==> config.mk <==
export PLATFORM = sky130hd
export DESIGN_NAME = switch_out_arbiter_flat
export DESIGN_NICKNAME = d
export VERILOG_FILES = /design/src/rtl/switch_out_arbiter_pkg.sv /design/src/rtl/switch_out_arbiter_if.sv /design/src/rtl/switch_out_arbiter_rr_mask_alloc.sv /design/src/rtl/switch_out_arbiter.sv /design/src/flat_wrapper.sv
export SDC_FILE = /design/constraint.sdc
export NUM_CORES = 1
export LEC_CHECK = 0
export CAP_MARGIN = 10
export CORE_MARGIN = 5
export CORE_UTILIZATION = 50
export DETAILED_ROUTE_END_ITERATION = 16
export PLACE_DENSITY = 0.88
export SLEW_MARGIN = 20
export SYNTH_ARGS = -nofsm -noshare
export SYNTH_HDL_FRONTEND = slang
export SYNTH_HIERARCHICAL = 1
export SYNTH_SLANG_ARGS = --single-unit
export TNS_END_PERCENT = 1
==> constraint.sdc <==
create_clock -name clk -period 7 [get_ports clk]
set_input_delay 1.4 -clock clk [delete_from_list [all_inputs] [get_ports clk]]
set_output_delay 1.4 -clock clk [all_outputs]
set_load 0.01 [all_outputs]
==> src/rtl/switch_out_arbiter_pkg.sv <==
// Shared switch types: port count, port masks/indices and payload word width.
// Pure declarations. No logic and no latency.
// Optional feature macro used by importers: ARB_WATCHDOG_EN.
`ifndef DATA_WIDTH
`define DATA_WIDTH 16
`endif

package switch_out_arbiter_pkg;

  localparam int NUM_PORTS  = 4;
  localparam int DATA_WIDTH = `DATA_WIDTH;

  typedef logic [NUM_PORTS-1:0]  port_mask_t;
  typedef logic [1:0]            port_idx_t;
  typedef logic [DATA_WIDTH-1:0] data_t;
  typedef logic [3:0]            idle_cnt_t;

  // The idle counter value that, incremented once more, reaches 15 and forces release.
  localparam idle_cnt_t IDLE_LAST = idle_cnt_t'(14);

endpackage

==> src/rtl/switch_out_arbiter_if.sv <==
// Request/grant and crossbar bus between the input controllers and the output arbiter.
// Wires only, so no latency. Flow control is the req/gnt handshake, with no per-word stall.
// Macro ARB_WATCHDOG_EN adds the per-input timeout pulse.
interface switch_out_arbiter_if;
  import switch_out_arbiter_pkg::*;

  logic [NUM_PORTS-1:0]            req;
  logic [NUM_PORTS*NUM_PORTS-1:0]  req_mask;
  logic [NUM_PORTS-1:0]            in_valid;
  logic [NUM_PORTS*DATA_WIDTH-1:0] in_data;
  logic [NUM_PORTS-1:0]            gnt;
  logic [NUM_PORTS-1:0]            out_valid;
  logic [NUM_PORTS*DATA_WIDTH-1:0] out_data;
  logic [NUM_PORTS-1:0]            out_busy;
  logic [NUM_PORTS-1:0]            mask_err;
`ifdef ARB_WATCHDOG_EN
  logic [NUM_PORTS-1:0]            timeout;

  modport master (
    output req, req_mask, in_valid, in_data,
    input  gnt, out_valid, out_data, out_busy, mask_err, timeout
  );
  modport slave (
    input  req, req_mask, in_valid, in_data,
    output gnt, out_valid, out_data, out_busy, mask_err, timeout
  );
`else
  modport master (
    output req, req_mask, in_valid, in_data,
    input  gnt, out_valid, out_data, out_busy, mask_err
  );
  modport slave (
    input  req, req_mask, in_valid, in_data,
    output gnt, out_valid, out_data, out_busy, mask_err
  );
`endif

endinterface

==> src/rtl/switch_out_arbiter_rr_mask_alloc.sv <==
// Round-robin whole-mask allocator. Grants each request only if all of its outputs are free.
// Combinational, with zero latency.
// A request that does not fit simply waits. It has no partial grant and does not block later inputs.
module rr_mask_alloc
  import switch_out_arbiter_pkg::*;
(
  input  port_mask_t                  req,
  input  port_mask_t [NUM_PORTS-1:0]  masks,
  input  port_mask_t                  free,
  input  port_idx_t                   rr_ptr,
  output port_mask_t                  grant,
  output port_mask_t                  own_set,
  output port_idx_t  [NUM_PORTS-1:0]  own_idx,
  output port_idx_t                   rr_ptr_nxt
);

  port_mask_t free_v;
  port_idx_t  idx;

  // Scan from rr_ptr, granting each fitting mask and shrinking the free set as grants land.
  always_comb begin
    free_v     = free;
    idx        = '0;
    grant      = '0;
    own_set    = '0;
    own_idx    = '0;
    rr_ptr_nxt = rr_ptr;
    for (int k = 0; k < NUM_PORTS; k++) begin
      idx = rr_ptr + port_idx_t'(k);
      if (req[idx] && (masks[idx] != '0) && ((masks[idx] & ~free_v) == '0)) begin
        grant[idx] = 1'b1;
        own_set    = own_set | masks[idx];
        for (int o = 0; o < NUM_PORTS; o++) begin
          if (masks[idx][o]) own_idx[o] = idx;
        end
        free_v     = free_v & ~masks[idx];
        rr_ptr_nxt = idx + port_idx_t'(1);
      end
    end
  end

endmodule

==> src/rtl/switch_out_arbiter.sv <==
// Output allocator and crossbar. Holds the owner table, round-robin pointer and registered datapath.
// Latency: grant 1 cycle after req, and words 1 cycle from input to output. Freed outputs idle 1 cycle.
// No per-word backpressure. An input waits on gnt. Macro ARB_WATCHDOG_EN enables idle-release timeout.
module switch_out_arbiter
  import switch_out_arbiter_pkg::*;
(
  input  logic                 clk,
  input  logic                 rst,
  switch_out_arbiter_if.slave  bus
);

  port_mask_t                 masks [NUM_PORTS];
  port_mask_t [NUM_PORTS-1:0] masks_p;
  data_t      [NUM_PORTS-1:0] in_dat;

  port_mask_t                 own_vld_q, own_vld_d;
  port_idx_t  [NUM_PORTS-1:0] own_idx_q, own_idx_d;
  port_mask_t                 gnt_q, gnt_d;
  port_idx_t                  rr_ptr_q, rr_ptr_d;
  port_mask_t                 out_valid_q, out_valid_d;
  data_t      [NUM_PORTS-1:0] out_data_q, out_data_d;
  port_mask_t                 req_seen_q, req_seen_d;
  port_mask_t                 mask_err_q, mask_err_d;
  port_mask_t                 force_rel;

  port_mask_t                 alloc_req, alloc_grant, alloc_own_set;
  port_idx_t  [NUM_PORTS-1:0] alloc_own_idx;
  port_idx_t                  alloc_rr_nxt;

  assign masks_p = bus.req_mask;
  assign in_dat  = bus.in_data;
  for (genvar g = 0; g < NUM_PORTS; g++) begin : g_mask
    assign masks[g] = masks_p[g];
  end

`ifdef ARB_WATCHDOG_EN
  idle_cnt_t [NUM_PORTS-1:0] idle_cnt_q, idle_cnt_d;
  port_mask_t                wd_block_q, wd_block_d;
  port_mask_t                timeout_q, timeout_d;

  // Count idle cycles of a granted input. Force release at 15, and block regrant until req toggles.
  always_comb begin
    force_rel  = '0;
    timeout_d  = '0;
    idle_cnt_d = idle_cnt_q;
    for (int i = 0; i < NUM_PORTS; i++) begin
      if (gnt_q[i] && !bus.in_valid[i]) begin
        if (idle_cnt_q[i] == IDLE_LAST) begin
          force_rel[i]  = 1'b1;
          timeout_d[i]  = 1'b1;
          idle_cnt_d[i] = '0;
        end else begin
          idle_cnt_d[i] = idle_cnt_q[i] + idle_cnt_t'(1);
        end
      end else begin
        idle_cnt_d[i] = '0;
      end
    end
    wd_block_d = bus.req & (wd_block_q | force_rel);
  end

  assign alloc_req   = bus.req & ~gnt_q & ~wd_block_q;
  assign bus.timeout = timeout_q;
`else
  assign force_rel = '0;
  assign alloc_req = bus.req & ~gnt_q;
`endif

  // Free set comes from registered ownership, so outputs released this edge sit out one cycle.
  rr_mask_alloc u_alloc (
    .req        (alloc_req),
    .masks      (masks_p),
    .free       (~own_vld_q),
    .rr_ptr     (rr_ptr_q),
    .grant      (alloc_grant),
    .own_set    (alloc_own_set),
    .own_idx    (alloc_own_idx),
    .rr_ptr_nxt (alloc_rr_nxt)
  );

  // Owner table update: release on req drop or watchdog, then apply this cycle's grants.
  always_comb begin
    own_vld_d = own_vld_q;
    own_idx_d = own_idx_q;
    gnt_d     = gnt_q & bus.req & ~force_rel;
    for (int o = 0; o < NUM_PORTS; o++) begin
      if (own_vld_q[o] && (!bus.req[own_idx_q[o]] || force_rel[own_idx_q[o]])) begin
        own_vld_d[o] = 1'b0;
      end
      if (alloc_own_set[o]) begin
        own_vld_d[o] = 1'b1;
        own_idx_d[o] = alloc_own_idx[o];
      end
    end
    gnt_d    = gnt_d | alloc_grant;
    rr_ptr_d = alloc_rr_nxt;
  end

  // Crossbar: owned outputs copy their owner's word. Unowned outputs drop valid and hold data.
  always_comb begin
    out_valid_d = '0;
    out_data_d  = out_data_q;
    for (int o = 0; o < NUM_PORTS; o++) begin
      if (own_vld_q[o]) begin
        out_valid_d[o] = bus.in_valid[own_idx_q[o]];
        out_data_d[o]  = in_dat[own_idx_q[o]];
      end
    end
  end

  // Zero-mask error pulses once per request, on the first cycle that req is seen.
  always_comb begin
    req_seen_d = bus.req;
    mask_err_d = '0;
    for (int i = 0; i < NUM_PORTS; i++) begin
      mask_err_d[i] = bus.req[i] && !req_seen_q[i] && (masks[i] == '0);
    end
  end

  // State register. Reset drops all ownership and clears the datapath with no flush.
  always_ff @(posedge clk) begin
    if (rst) begin
      own_vld_q   <= '0;
      own_idx_q   <= '0;
      gnt_q       <= '0;
      rr_ptr_q    <= '0;
      out_valid_q <= '0;
      out_data_q  <= '0;
      req_seen_q  <= '0;
      mask_err_q  <= '0;
`ifdef ARB_WATCHDOG_EN
      idle_cnt_q  <= '0;
      wd_block_q  <= '0;
      timeout_q   <= '0;
`endif
    end else begin
      own_vld_q   <= own_vld_d;
      own_idx_q   <= own_idx_d;
      gnt_q       <= gnt_d;
      rr_ptr_q    <= rr_ptr_d;
      out_valid_q <= out_valid_d;
      out_data_q  <= out_data_d;
      req_seen_q  <= req_seen_d;
      mask_err_q  <= mask_err_d;
`ifdef ARB_WATCHDOG_EN
      idle_cnt_q  <= idle_cnt_d;
      wd_block_q  <= wd_block_d;
      timeout_q   <= timeout_d;
`endif
    end
  end

  assign bus.gnt       = gnt_q;
  assign bus.out_valid = out_valid_q;
  assign bus.out_data  = out_data_q;
  assign bus.out_busy  = own_vld_q;
  assign bus.mask_err  = mask_err_q;

endmodule

==> src/flat_wrapper.sv <==
// flat-port wrapper written by rule: the top's interface ports become plain ports
module switch_out_arbiter_flat import switch_out_arbiter_pkg::*;
  (clk, rst, bus_req, bus_req_mask, bus_in_valid, bus_in_data, bus_gnt, bus_out_valid, bus_out_data, bus_out_busy, bus_mask_err);
  switch_out_arbiter_if bus_i ();
  input  logic clk;
  input  logic rst;
  input wire logic [$bits(bus_i.req)-1:0] bus_req;
  input wire logic [$bits(bus_i.req_mask)-1:0] bus_req_mask;
  input wire logic [$bits(bus_i.in_valid)-1:0] bus_in_valid;
  input wire logic [$bits(bus_i.in_data)-1:0] bus_in_data;
  output wire logic [$bits(bus_i.gnt)-1:0] bus_gnt;
  output wire logic [$bits(bus_i.out_valid)-1:0] bus_out_valid;
  output wire logic [$bits(bus_i.out_data)-1:0] bus_out_data;
  output wire logic [$bits(bus_i.out_busy)-1:0] bus_out_busy;
  output wire logic [$bits(bus_i.mask_err)-1:0] bus_mask_err;
  assign bus_i.req = bus_req;
  assign bus_i.req_mask = bus_req_mask;
  assign bus_i.in_valid = bus_in_valid;
  assign bus_i.in_data = bus_in_data;
  assign bus_gnt = bus_i.gnt;
  assign bus_out_valid = bus_i.out_valid;
  assign bus_out_data = bus_i.out_data;
  assign bus_out_busy = bus_i.out_busy;
  assign bus_mask_err = bus_i.mask_err;
  switch_out_arbiter u_core (.clk(clk), .rst(rst), .bus(bus_i));
endmodule
==> results of run 1 <==
-- kinds of logic (layout without fill, tap and decap cells) --
kind of cell | after synthesis | in the layout | share of synthesized area, %
simple gates | 157 | 157 | 15.3
flops | 94 | 94 | 27.4
xor+xnor | 1 | 1 | 0.128
mux | 183 | 183 | 30.6
compound gates | 124 | 124 | 19.2
fa+ha+maj | 4 | 4 | 0.730
buf+inv | 70 | 205 | 6.58
-- sequential cells by signal, summed over array words and instances, names as in the netlist --
register and count:
u_core/own_idx_q 8, u_core/rr_ptr_q 2, u_core/bus.gnt 4, u_core/bus.out_busy 4, u_core/bus.out_valid 4, u_core/req_seen_q 4, u_core/bus.out_data 64, u_core/bus.mask_err 4
-- layout make-up --
| class | instances | area [um2] | share of cell area [%] |
|---|---|---|---|
| clock buffers | 11 | 243 | 2.78 |
| clock inverters | 4 | 47.5 | 0.545 |
| inverters | 14 | 52.6 | 0.602 |
| multi-input cells | 469 | 4530 | 51.9 |
| flip-flops and latches | 94 | 1900 | 21.7 |
| well taps | 176 | 220 | 2.52 |
| repair buffers | 176 | 1740 | 19.9 |
-- per-stage QoR --
stage                     hold slack, ns  area (um2)  setup slack [ns]  util [%]
after floorplan                    0.507        6860              2.96         -
after global placement             0.528        8430              1.58      63.1
after detailed placement           0.535        8430              1.50      63.1
after CTS                          0.545        8720              1.49      65.3
after global routing               0.572        8730              1.50      65.4
final                              0.540        8730              1.73      65.4
-- routing by layer --
| metal | vias up | wire, um | track usage (%) |
|---|---|---|---|
| met5 | - | 0 | 0 |
| met4 | 0 | 807 | 12.7 |
| met3 | 67 | 2120 | 7.64 |
| met2 | 358 | 10900 | 44.6 |
| met1 | 3017 | 9600 | 36.9 |
| li1 | 2773 | - | - |
-- report_power, final --
group | internal (mW) | switching [mW] | total, mW
Clock | 0.284 | 0.217 | 0.501
Combinational | 0.827 | 0.894 | 1.72
Sequential | 0.677 | 0.171 | 0.848
Total | 1.79 | 1.28 | 3.07
-- how the worst max path moves through the flow --
stage | start | to | slack (ns) | depth (start not counted)
global route | u_core/rr_ptr_q[0] | u_core/own_idx_q[5] | 1.50 | 12
finish | bus_req_mask[14] | u_core/own_idx_q[5] | 1.73 | 11
global placement | bus_req_mask[14] | u_core/own_idx_q[1] | 1.58 | 11
CTS | u_core/rr_ptr_q[0] | u_core/own_idx_q[1] | 1.49 | 12
detailed placement | u_core/rr_ptr_q[0] | u_core/own_idx_q[1] | 1.50 | 12
floorplan | u_core/rr_ptr_q[0] | u_core/own_idx_q[6] | 2.96 | 17
-- worst min-delay path: stages, from the launching register on --
cell and delay (ns):
dfxtp_1 0.33, a21oi_1 0.12, nor2_1 0.04
-- synthesized netlist by cell type, types with 3 or more instances --
master | number | area, um2
buf_2 | 15 | 75.1
nand2b_1 | 5 | 31.3
nor3b_1 | 4 | 30.0
o221ai_1 | 28 | 245
ha_1 | 4 | 50.1
nand3_1 | 6 | 30.0
buf_6 | 14 | 158
a22o_1 | 3 | 26.3
o32ai_1 | 4 | 35.0
nor2_1 | 20 | 75.1
nand2_1 | 26 | 97.6
inv_1 | 14 | 52.6
mux2i_1 | 160 | 1600
mux4_2 | 21 | 473
o211ai_1 | 3 | 22.5
or3b_1 | 4 | 35.0
a22oi_1 | 8 | 60.1
and3_1 | 4 | 25.0
nor3_1 | 4 | 20.0
a211o_1 | 4 | 35.0
a222oi_1 | 7 | 70.1
dfxtp_1 | 94 | 1880
or3b_2 | 64 | 561
nor2b_1 | 12 | 75.1
buf_4 | 12 | 90.1
o221ai_2 | 40 | 601
clkbuf_1 | 12 | 45.0
a21oi_1 | 10 | 50.1
==> results.py, run 1 <==
metrics = {
    "final_layout": {
        "nFillCells": 1062,
        "diodes": 0,
        "layout_common_cells": "clkdlybuf4s50_1 (168), mux2i_1 (160), dfxtp_1 (89), or3b_2 (64), o221ai_2 (40)",
        "area_growth_pct": 27.2,
        "layout_commonest_cell": "clkdlybuf4s50_1",
        "drive_above_1_share_pct": 20.8,
        "finalNonFillerCells": 944,
        "nets": 858,
    },
    "critical_path": {
        "r2r_slack_ns": 1.86,
        "crit_path_start_kind": "input port",
        "path_buf_inv": 1,
        "rr_worst_depth": 12,
        "end_kind": "flop",
        "critPathKind": "in -> reg",
        "max_stage_delay_ns": 0.75,
        "worstPathArrival_ns": 5.49,
        "slowest_stage": "a2111oi_4",
        "worstPathRequired_ns": 7.23,
        "reg2reg_to": "u_core/own_idx_q[1]",
        "crit_chain": "clkdlybuf4s50_1 > mux2i_1 > o211ai_1 > a211oi_2 > a211oi_1 > a2111oi_4 > a211oi_2 > nor2_1 > o32ai_1 > mux2i_1 > nor2_1",
        "crit_family": "compound AO/OA/AOI/OAI gates",
        "path_max_fanout": 13,
        "r2r_start": "u_core/rr_ptr_q[0]",
    },
    "clock_network": {
        "cts_buffers": 9,
        "cts.clk_slew.worst_paths_ns": 0.07,
        "clk_path_buf_depth": 2,
        "cts_tree": "yes",
        "post-cts-setup-buffers": 0,
        "post_cts_resized": 0,
        "cts_root_buf": "clkbuf_16",
        "cts-hold-fix-buffers": 0,
        "insertion_delay_ns": 0.36,
        "clkSinkCount": 94,
        "htree_levels": 3,
    },
    "timing": {
        "maxSlewViolCount": 0,
        "setup_violations": 0,
        "worstMarginPinSlew_ns": 1.22,
        "skew_ns": 0.00779,
        "finalCriticalPeriod_ns": 5.27,
        "relSlewSlack_pct": 18.7,
        "finalCritPeriodShare_pct": 75.2,
        "hold_viol": 0,
        "totalNegativeSetupSlack_ns": 0,
        "rsz0062_at_grt": "no",
        "fmax_mhz": 190,
    },
    "floorplan": {
        "die_h_um": 127,
        "ios": 170,
        "rows": 42,
        "die_area_mm2": 0.0162,
        "initial_core_util_pct": 51.4,
        "fp.dieW_um": 127,
        "design.core.area_mm2": 0.0133,
    },
    "synthesis": {
        "ys_warn_count": 6,
        "syn-num-nets": 727,
        "async_flop_share_pct": 0,
        "avgSynthCellArea_um2": 10.8,
        "synth_edf_count": 0,
        "syn_inst": 633,
        "synth_seq_cells": 94,
        "syn_area_mm2": 0.00686,
        "yosysUniqueCellTypes": 52,
        "yosysSeqAreaShare_pct": 27.4,
        "synth-main-ff-cell": "dfxtp_1",
    },
    "detailed_routing": {
        "drt_wl_total_um": 23500,
        "vias": 6215,
        "drc": 0,
        "ant_nets": 0,
        "firstDrtPassIters": 5,
        "wl_per_cell_um": 24.8,
        "drt-initial-drc-count": 611,
        "routed_via_density": 6.58,
    },
    "grt": {
        "antenna_found_initial": 0,
        "grt-ovfl-total": 0,
        "grt_pass1_wl_um": 36500,
        "grt_use_total_pct": 28.5,
        "grt_start_max_net_pins": 70,
        "grt_pass1_vias": 6471,
    },
    "job": {
        "drv_cap": 0,
    },
    "power_and_ir_drop": {
        "power_mw": 3.07,
        "p_leak_nw": 2.90,
        "powerDensity_mw_per_mm2": 352,
        "ir_worst_vdd_mv": 0.160,
    },
    "placed_design": {
        "place_congestion": 0.965,
        "placedCellCount": 929,
        "io_buffers": 169,
        "hpwl_um": 16200,
    },
    "outcome": {
        "status": "finished clean",
    },
    "worst_hold_path": {
        "hp-class": "reg -> reg",
        "whs_path_depth": 2,
        "min_to": "u_core/bus.gnt[3]",
        "hold_start": "u_core/bus.gnt[3]",
    },
}
Power figures use the tool's default switching activity.
==> inputs of run 2 (changes only) <==
Settings changed: CORE_UTILIZATION 50 to 46, PLACE_DENSITY 0.88 to 0.85.
Clock period 7 ns to 4.6 ns, I/O delays scaled along.
==> results.py, run 2 (same netlist as run 1, synthesis figures left out) <==
metrics = {
    "outcome": {
        "status": "finished clean",
    },
    "critical_path": {
        "worstPathRequired_ns": 4.88,
        "end_kind": "flop",
        "worstPathArrival_ns": 4.37,
        "critPathKind": "in -> reg",
        "path_max_fanout": 7,
        "crit_path_start_kind": "input port",
    },
    "detailed_routing": {
        "met1_length_um": 9730,
        "vias": 6395,
        "firstDrtPassIters": 9,
        "wl_per_cell_um": 24.7,
        "routed_via_density": 6.61,
        "ant_nets": 0,
        "wl_met3_um": 2190,
        "highest_layer": "met4",
        "drt_wl_total_um": 23900,
        "drt-initial-drc-count": 523,
        "drc": 0,
        "wl_met2_um": 10800,
    },
    "power_and_ir_drop": {
        "power_mw": 4.78,
        "p_leak_nw": 2.98,
        "ir_worst_vdd_mv": 0.265,
        "powerDensity_mw_per_mm2": 539,
    },
    "final_layout": {
        "largest_reg_flops": 64,
        "final_core_util_pct": 60.7,
        "register_area_mm2": 0.00190,
        "layout_common_cells": "clkdlybuf4s50_1 (168), mux2i_1 (160), dfxtp_1 (89), or3b_2 (64), o221ai_2 (40)",
        "finalNonFillerCells": 967,
        "layout_commonest_cell": "clkdlybuf4s50_1",
        "drive_above_1_share_pct": 22.4,
        "multiInputGateArea_mm2": 0.00453,
        "area_growth_pct": 29.2,
        "nFillCells": 1189,
        "nets": 872,
        "fin_area_mm2": 0.00886,
    },
    "grt": {
        "antenna_found_initial": 1,
        "grt_pass1_wl_um": 37100,
        "grt_use_total_pct": 26.3,
        "grt-ovfl-total": 0,
        "grt_pass1_vias": 6639,
        "grt_start_max_net_pins": 93,
    },
    "clock_network": {
        "clkSinkCount": 94,
        "cts.clk_slew.worst_paths_ns": 0.06,
        "cts_tree": "yes",
        "cts-hold-fix-buffers": 0,
        "cts_root_buf": "clkbuf_16",
        "post_cts_resized": 0,
        "post-cts-setup-buffers": 0,
        "cts_buffers": 9,
        "clk_path_buf_depth": 2,
        "htree_levels": 3,
        "insertion_delay_ns": 0.35,
    },
    "floorplan": {
        "initial_core_util_pct": 47.0,
        "design.core.area_mm2": 0.0146,
        "rows": 44,
        "ios": 170,
        "die_area_mm2": 0.0175,
        "fp.dieW_um": 132,
        "die_h_um": 132,
    },
    "timing": {
        "totalNegativeSetupSlack_ns": 0,
        "rsz0062_at_grt": "no",
        "worstMarginPinSlew_ns": 1.09,
        "finalCritPeriodShare_pct": 88.9,
        "finalCriticalPeriod_ns": 4.09,
        "skew_ns": 0.00664,
        "hold_ws_ns": 0.477,
        "maxSlewViolCount": 0,
        "setup_violations": 0,
        "fin_ws_ns": 0.511,
        "relSlewSlack_pct": 27.3,
        "fmax_mhz": 245,
        "hold_viol": 0,
    },
    "placed_design": {
        "place_congestion": 0.985,
        "hpwl_um": 16200,
        "place_ws_ns": 0.194,
        "io_buffers": 169,
        "placedCellCount": 951,
        "placed_cell_area_mm2": 0.00854,
    },
    "job": {
        "drv_cap": 0,
    },
    "worst_hold_path": {
        "hp-class": "reg -> reg",
    },
}
## run 2: cell count changes in the layout (fill, tap and decap cells not counted)
cell      before  now
clkbuf_1       1    0
clkbuf_8       1    3
dfxtp_2        1    2
buf_4          7   21
clkinv_2       2    1
diode_2        0    1
dfxtp_4        4    3
## run 2: metal layers
| layer | vias to the layer above | global-route usage (%) |
|---|---|---|
| met5 | - | 0 |
| met3 | 82 | 6.98 |
| met1 | 3108 | 33.8 |
| met2 | 406 | 40.6 |
| li1 | 2799 | - |
| met4 | 0 | 13.3 |
## run 2: cell type report
type | instances | share of cell area (%)
Multi-Input combinational cell | 469 | 51.1
Sequential cell | 94 | 21.4
Timing Repair Buffer | 190 | 20.8
Clock buffer | 12 | 3.01
Tap cell | 184 | 2.60
Inverter | 14 | 0.593
Clock inverter | 3 | 0.480
Antenna cell | 1 | 0.0282
## run 2: final timing paths
check / slack [ns] / cells past startpoint / from / end
worst max-delay path: 0.51 / 12 / bus_req[2] / u_core/own_idx_q[7]
worst min-delay path: 0.48 / 2 / u_core/bus.out_busy[1] / u_core/bus.out_valid[1]
worst max register to register: 0.62 / 12 / u_core/rr_ptr_q[0] / u_core/own_idx_q[7]
worst min register to register: 0.48 / 2 / u_core/bus.out_busy[1] / u_core/bus.out_valid[1]
## run 2: worst max-delay path, cell delays in order
cell	delay [ns]
clkdlybuf4s50_1	0.69
nor2b_1	0.28
mux4_2	0.28
a21bo_2	0.23
or2_2	0.31
a211oi_1	0.38
a2111oi_4	0.12
a211oi_2	0.43
nor2_1	0.15
o32ai_1	0.37
mux2i_1	0.12
nor2_1	0.09
## run 2: power breakdown
group          internal [mW]  switching [mW]
Sequential              1.03           0.255
Clock                  0.462           0.322
Combinational           1.33            1.38
Total                   2.82            1.95
